[src/rtl/instruction_cache.sv]
// Direct-mapped, read-only instruction cache between the CPU fetch stage and a
// 128-bit block instruction memory. Misses stall the CPU while one block is filled.
module instruction_cache #(
  parameter int ADDR_WIDTH = 10,
  parameter int INDEX_BITS = 3
) (
  input  logic                  clock,
  input  logic                  reset,
  input  logic                  cpu_read,
  input  logic [ADDR_WIDTH-1:0] cpu_address,
  output logic [31:0]           cpu_instruction,
  output logic                  cpu_busywait,
  output logic                  mem_read,
  output logic [ADDR_WIDTH-5:0] mem_address,
  input  logic [127:0]          mem_readdata,
  input  logic                  mem_busywait
);

  localparam int BLK_W = ADDR_WIDTH - 4;
  localparam int TAG_W = BLK_W - INDEX_BITS;
  localparam int LINES = 1 << INDEX_BITS;

  typedef enum logic [1:0] {
    IDLE     = 2'd0,
    MEM_READ = 2'd1,
    UPDATE   = 2'd2
  } state_t;

  state_t                  state_r;
  logic                    first_r;
  logic [BLK_W-1:0]        blk_addr_r;
  logic                    mem_read_r;
  logic [BLK_W-1:0]        mem_address_r;
  logic [LINES-1:0]        valid_r;
  logic [TAG_W-1:0]        tag_r  [LINES];
  logic [127:0]            data_r [LINES];

  logic [TAG_W-1:0]        tag_s;
  logic [INDEX_BITS-1:0]   index_s;
  logic [1:0]              offset_s;
  logic [INDEX_BITS-1:0]   fill_index_s;
  logic [TAG_W-1:0]        fill_tag_s;
  logic [127:0]            line_s;
  logic [31:0]             word_s;
  logic                    hit_s;
  logic                    fill_done_s;
  logic                    unused_s;

  assign tag_s        = cpu_address[ADDR_WIDTH-1:INDEX_BITS+4];
  assign index_s      = cpu_address[INDEX_BITS+3:4];
  assign offset_s     = cpu_address[3:2];
  assign unused_s     = ^cpu_address[1:0];
  assign fill_index_s = blk_addr_r[INDEX_BITS-1:0];
  assign fill_tag_s   = blk_addr_r[BLK_W-1:INDEX_BITS];
  assign line_s       = data_r[index_s];

  // The memory only raises busywait after seeing mem_read, so the first MEM_READ edge never completes.
  assign fill_done_s  = (state_r == MEM_READ) && !first_r && !mem_busywait;
  assign hit_s        = cpu_read && valid_r[index_s] && (tag_r[index_s] == tag_s) && (state_r == IDLE);

  // Word select and CPU-facing outputs (zero-cycle hit path)
  always_comb begin
    word_s = 32'h0000_0000;
    case (offset_s)
      2'd0:    word_s = line_s[31:0];
      2'd1:    word_s = line_s[63:32];
      2'd2:    word_s = line_s[95:64];
      2'd3:    word_s = line_s[127:96];
      default: word_s = 32'h0000_0000;
    endcase
    if (hit_s) begin
      cpu_instruction = word_s;
    end else begin
      cpu_instruction = 32'h0000_0000;
    end
    cpu_busywait = (cpu_read && !hit_s) || (state_r != IDLE);
  end

  // Miss-handling FSM with registered memory request and valid bits
  always_ff @(posedge clock or posedge reset) begin
    if (reset) begin
      state_r       <= IDLE;
      first_r       <= 1'b0;
      blk_addr_r    <= '0;
      mem_read_r    <= 1'b0;
      mem_address_r <= '0;
      valid_r       <= '0;
    end else begin
      case (state_r)
        IDLE: begin
          if (cpu_read && !hit_s) begin
            state_r       <= MEM_READ;
            first_r       <= 1'b1;
            blk_addr_r    <= {tag_s, index_s};
            mem_read_r    <= 1'b1;
            mem_address_r <= {tag_s, index_s};
          end
        end
        MEM_READ: begin
          first_r <= 1'b0;
          if (fill_done_s) begin
            state_r       <= UPDATE;
            mem_read_r    <= 1'b0;
            mem_address_r <= '0;
          end
        end
        UPDATE: begin
          valid_r[fill_index_s] <= 1'b1;
          state_r               <= IDLE;
        end
        default: begin
          state_r       <= IDLE;
          mem_read_r    <= 1'b0;
          mem_address_r <= '0;
        end
      endcase
    end
  end

  // Data and tag storage; contents are qualified by valid_r so they are never cleared
  always_ff @(posedge clock) begin
    if (fill_done_s) begin
      data_r[fill_index_s] <= mem_readdata;
    end
    if (state_r == UPDATE) begin
      tag_r[fill_index_s] <= fill_tag_s;
    end
  end

  assign mem_read    = mem_read_r;
  assign mem_address = mem_address_r;

endmodule
[config.mk]
export PLATFORM = sky130hd
export DESIGN_NAME = instruction_cache
export DESIGN_NICKNAME = d
export VERILOG_FILES = /design/src/rtl/instruction_cache.sv
export SDC_FILE = /design/constraint.sdc
export NUM_CORES = 1
export LEC_CHECK = 0
export CORE_ASPECT_RATIO = 1.1
export CORE_MARGIN = 10
export CORE_UTILIZATION = 25
export CTS_CLUSTER_SIZE = 24
export DETAILED_ROUTE_END_ITERATION = 12
export PLACE_DENSITY = 0.46
export SYNTH_ARGS = -nofsm -noshare
export SYNTH_HDL_FRONTEND = slang
export SYNTH_SLANG_ARGS = --single-unit
[constraint.sdc]
create_clock -name clock -period 11.95 [get_ports clock]
set_clock_uncertainty 0.05 [all_clocks]
set_input_delay 1.7925 -clock clock [delete_from_list [all_inputs] [get_ports clock]]
set_output_delay 1.7925 -clock clock [all_outputs]
set_load 0.01 [all_outputs]
==> impl_summary.md <==
Run status
The flow ran to the end, and the final reports show no timing, DRC or antenna violations.

Synth
The xor-xnor portion of the synthesized cell area is 0.000641. The number of instances in the synthesized netlist is 1,722. The post-synthesis adder-cell area fraction is 0. The compound-gate portion of the synthesized area was 0.0161. Measured against the total synthesized area, the mux share comes to 0.176. The post-synthesis net count is 1,864. The simple-gate portion of the synthesized area is 0.0114.

The number of flip-flops and latches in the synthesized netlist is 1,072. The sequential element share of the synthesized area is 0.782. The mean instance size in the synthesized netlist is 23.8 um^2. Summing every instance area after synthesis gives 41,000 um^2. During synthesis, Yosys emitted a total of 0 warnings. By area, the combinational part of the netlist is dominated by multiplexers. The count of cell types in the netlist is 39.

GRT
The wire length of the first global-routing pass is 150,000 um. For this run, the total global-route usage over all layers was measured as 0.115. The total congestion overflow after global routing is 0. The number of global-route vias before repair came to 20,326. The number of antenna violations at the first check in global routing is 41. Entering global routing, the biggest net connects 95 pins.

CTS
Hold repair after CTS inserted 0 buffers. The clock tree from TritonCTS is built. The root buffer cell is sky130_fd_sc_hd__clkbuf_16. The clock passes through at most 3 buffers.

Once the clock tree was built, the resizer swapped 0 gates to a different size. Clock latency on the worst-skew pair, taken at its later pin, is 730 ps. Clock-pin slew was measured on the worst setup and hold paths at 60 ps.

The clock net sink count is 1,072. The deepest level of the CTS H-tree is 3. The total clock buffers created by CTS is 117. After clock tree synthesis, the setup repair step added 0 buffers.

Detailed routing
After detailed routing, the number of remaining DRC violations is 0. The DRC marker count from the first detailed-route iteration is 1,206. After detailed routing, the average wire length per cell comes to 25.1 um.

The detail-routed via count per cell is 4.43. The count of nets left with antenna violations once routing finished came out at 0. The count of TritonRoute iterations in the first routing pass is 6. The final wirelength is 105,000 um. The total number of vias is 18,580.

Min path
The worst hold path belongs to the class reg2reg. Counting instances, the worst hold path has a depth of 1.

Critical path
The critical path class is in2out. The data arrival time of the critical path is 5810 ps. The worst setup path is captured at an output pin. The required time reported for the critical path endpoint is 10,110 ps. The critical path launch point type is an input port. The number of cells on the worst reg-to-reg path is 7. In this run the worst path has a maximum fanout of 86.

Place
The total placed cells including tap cells is 3,969. The half-perimeter wire length after placement is 57,200 um. At the end of routability-driven placement, the weighted congestion stood at 0.667. In this run the tool buffered the top-level ports with 179 buffer cells.

Timing
Setup repair after global routing left no endpoint under its margin. The final clock period utilization by the worst path is 0.640. The transition time at the pin with the least slew margin is 1150 ps. The post-layout minimum cycle time is 7650 ps. The number of max-slew violations in the final report is 0. The setup TNS is 0 ps. Based on the critical path, the design can be clocked at up to 131 MHz. Setup violations remaining at the end of the flow were counted as 0.

The hold violation count in the final report was 0. The worst slew margin relative to its limit is 0.237.

Layout
The number of cells in the finished layout apart from fillers is 4,192. At the end of the flow, the number of nets in the layout was 2,111. In the layout the commonest cells are sky130_fd_sc_hd__edfxtp_1, sky130_fd_sc_hd__mux4_2, sky130_fd_sc_hd__clkdlybuf4s50_1. Leaving out fill and tap cells, the most frequent cell in the layout is sky130_fd_sc_hd__edfxtp_1.

Of the cells placed in the final design, the portion with a size suffix greater than 1 is 0.252. From synthesis to final layout, the design area changed by 19.9%.

Die
The floorplan die area is 181,000 um^2. The initial utilization of the core area, before any placement, comes to 0.252. The die height is 445 um. The core area is 163,000 um^2.

The number of placed I/O pins is 182. The cell row count is 155. The die is 406 um wide.

Power and ir drop
VDD sags by at most 0.126 mV. Power comes to 8710 uW. The static power due to leakage is 0.0152 uW. The power per cell area is 177 nW/um^2.

Run
The number of max-cap violations is 0.
critical path, cell delays in order:
cell and delay (ps):
sky130_fd_sc_hd__buf_8 480, sky130_fd_sc_hd__buf_12 570, sky130_fd_sc_hd__mux2i_1 190, sky130_fd_sc_hd__mux4_2 500
sky130_fd_sc_hd__xor2_1 180, sky130_fd_sc_hd__nand4_2 200, sky130_fd_sc_hd__nand2b_2 220, sky130_fd_sc_hd__buf_4 370
sky130_fd_sc_hd__a211oi_1 500, sky130_fd_sc_hd__clkdlybuf4s50_1 640
cell type report:
class / instances / area, um^2
fill: 15568 / 114000
multi-input combinational: 550 / 8450
sequential: 1072 / 32100
clock buffer: 149 / 3050
antenna: 4 / 10.0
tap: 2119 / 2650
timing repair buffer: 217 / 2170
clock inverter: 70 / 724
inverter: 11 / 41.3
through the flow:
step / instance area, um^2 / hold WS (ps) / utilization / worst slack [ps]
finish: 49200 / 415 / 0.302 / 4300
global route: 49200 / 429 / 0.302 / 3780
CTS: 49200 / 417 / 0.302 / 3900
detailed placement: 45400 / 404 / 0.279 / 3950
global placement: 45400 / 394 / 0.279 / 3930
floorplan: 41000 / 384 / - / 297
layer usage:
| metal | routed length (um) | track usage | vias up | part of all wire |
|---|---|---|---|---|
| met3 | 7100 | 0.0339 | 170 | 0.067 |
| met4 | 1950 | 0.0290 | 48 | 0.019 |
| li1 | - | - | 7883 | - |
| met2 | 52200 | 0.195 | 416 | 0.50 |
| met5 | 313 | 0 | - | 0.0030 |
| met1 | 43600 | 0.143 | 10063 | 0.41 |
path summary, 6_finish.rpt:
check | endpoint | from | slack (ps)
worst max-delay path | cpu_instruction[3] | cpu_address[4] | 4300
worst min-delay path | valid_r[5] | valid_r[5] | 420
worst max register to register | data_r[4][97] | state_r[1] | 7940
worst min register to register | valid_r[5] | valid_r[5] | 420
max in group asynchronous | first_r | reset | 9710
min in group asynchronous | mem_address[2] | reset | 1550
cell usage after synthesis:
library cell,instances,area (um^2)
sky130_fd_sc_hd__a222oi_1,9,90.1
sky130_fd_sc_hd__clkbuf_1,29,109
sky130_fd_sc_hd__clkinv_1,2,7.51
sky130_fd_sc_hd__a211o_1,1,8.76
sky130_fd_sc_hd__buf_2,28,140
sky130_fd_sc_hd__a21oi_1,11,55.1
sky130_fd_sc_hd__nand3b_1,1,7.51
sky130_fd_sc_hd__inv_1,9,33.8
sky130_fd_sc_hd__mux4_2,290,6530
sky130_fd_sc_hd__edfxtp_1,1048,31500
sky130_fd_sc_hd__a22o_1,6,52.6
sky130_fd_sc_hd__nor2_1,38,143
sky130_fd_sc_hd__dfrtp_1,24,601
sky130_fd_sc_hd__nor3_1,6,30.0
sky130_fd_sc_hd__o21a_1,1,7.51
sky130_fd_sc_hd__nor2b_1,11,68.8
sky130_fd_sc_hd__buf_1,12,45.0
sky130_fd_sc_hd__a21boi_1,8,60.1
sky130_fd_sc_hd__a22oi_1,8,60.1
sky130_fd_sc_hd__a21o_1,9,67.6
sky130_fd_sc_hd__nand2_2,1,6.26
sky130_fd_sc_hd__o2bb2ai_1,8,70.1
sky130_fd_sc_hd__mux2_1,6,67.6
sky130_fd_sc_hd__and2_0,1,6.26
sky130_fd_sc_hd__a211oi_1,18,135
sky130_fd_sc_hd__nand2b_1,7,43.8
sky130_fd_sc_hd__and2_1,1,6.26
sky130_fd_sc_hd__o21ai_0,2,10.0
sky130_fd_sc_hd__nor3b_1,1,7.51
sky130_fd_sc_hd__mux2_2,2,22.5
sky130_fd_sc_hd__nand4_2,1,12.5
sky130_fd_sc_hd__or3b_2,1,8.76
sky130_fd_sc_hd__or2_2,8,50.1
sky130_fd_sc_hd__buf_6,17,191
sky130_fd_sc_hd__buf_4,3,22.5
sky130_fd_sc_hd__xor2_1,3,26.3
sky130_fd_sc_hd__nand2_1,21,78.8
sky130_fd_sc_hd__o21ai_1,9,45.0
sky130_fd_sc_hd__mux2i_1,61,611
logic make-up after synthesis:
| family | after synthesis |
|---|---|
| AND/OR/NAND/NOR | 98 |
| flip-flops | 1072 |
| multiplexers | 359 |
| XOR/XNOR | 3 |
| AO/OA/AOI/OAI | 90 |
| buffers and inverters | 100 |
sequential cells by signal, indices dropped and copies added, names as in the netlist:
signal	flops
tag_r	24
state_r	2
blk_addr_r	6
data_r	1024
mem_address	6
mem_read	1
valid_r	8
first_r	1
power by group:
part           internal, uW  total, uW  switching (uW)  leakage (uW)
clock                  2010       3520            1510       0.00183
sequential             4400       4470            77.6       0.00974
combinational           296        716             421       0.00365
No activity file was read; power rests on OpenSTA's default activity.
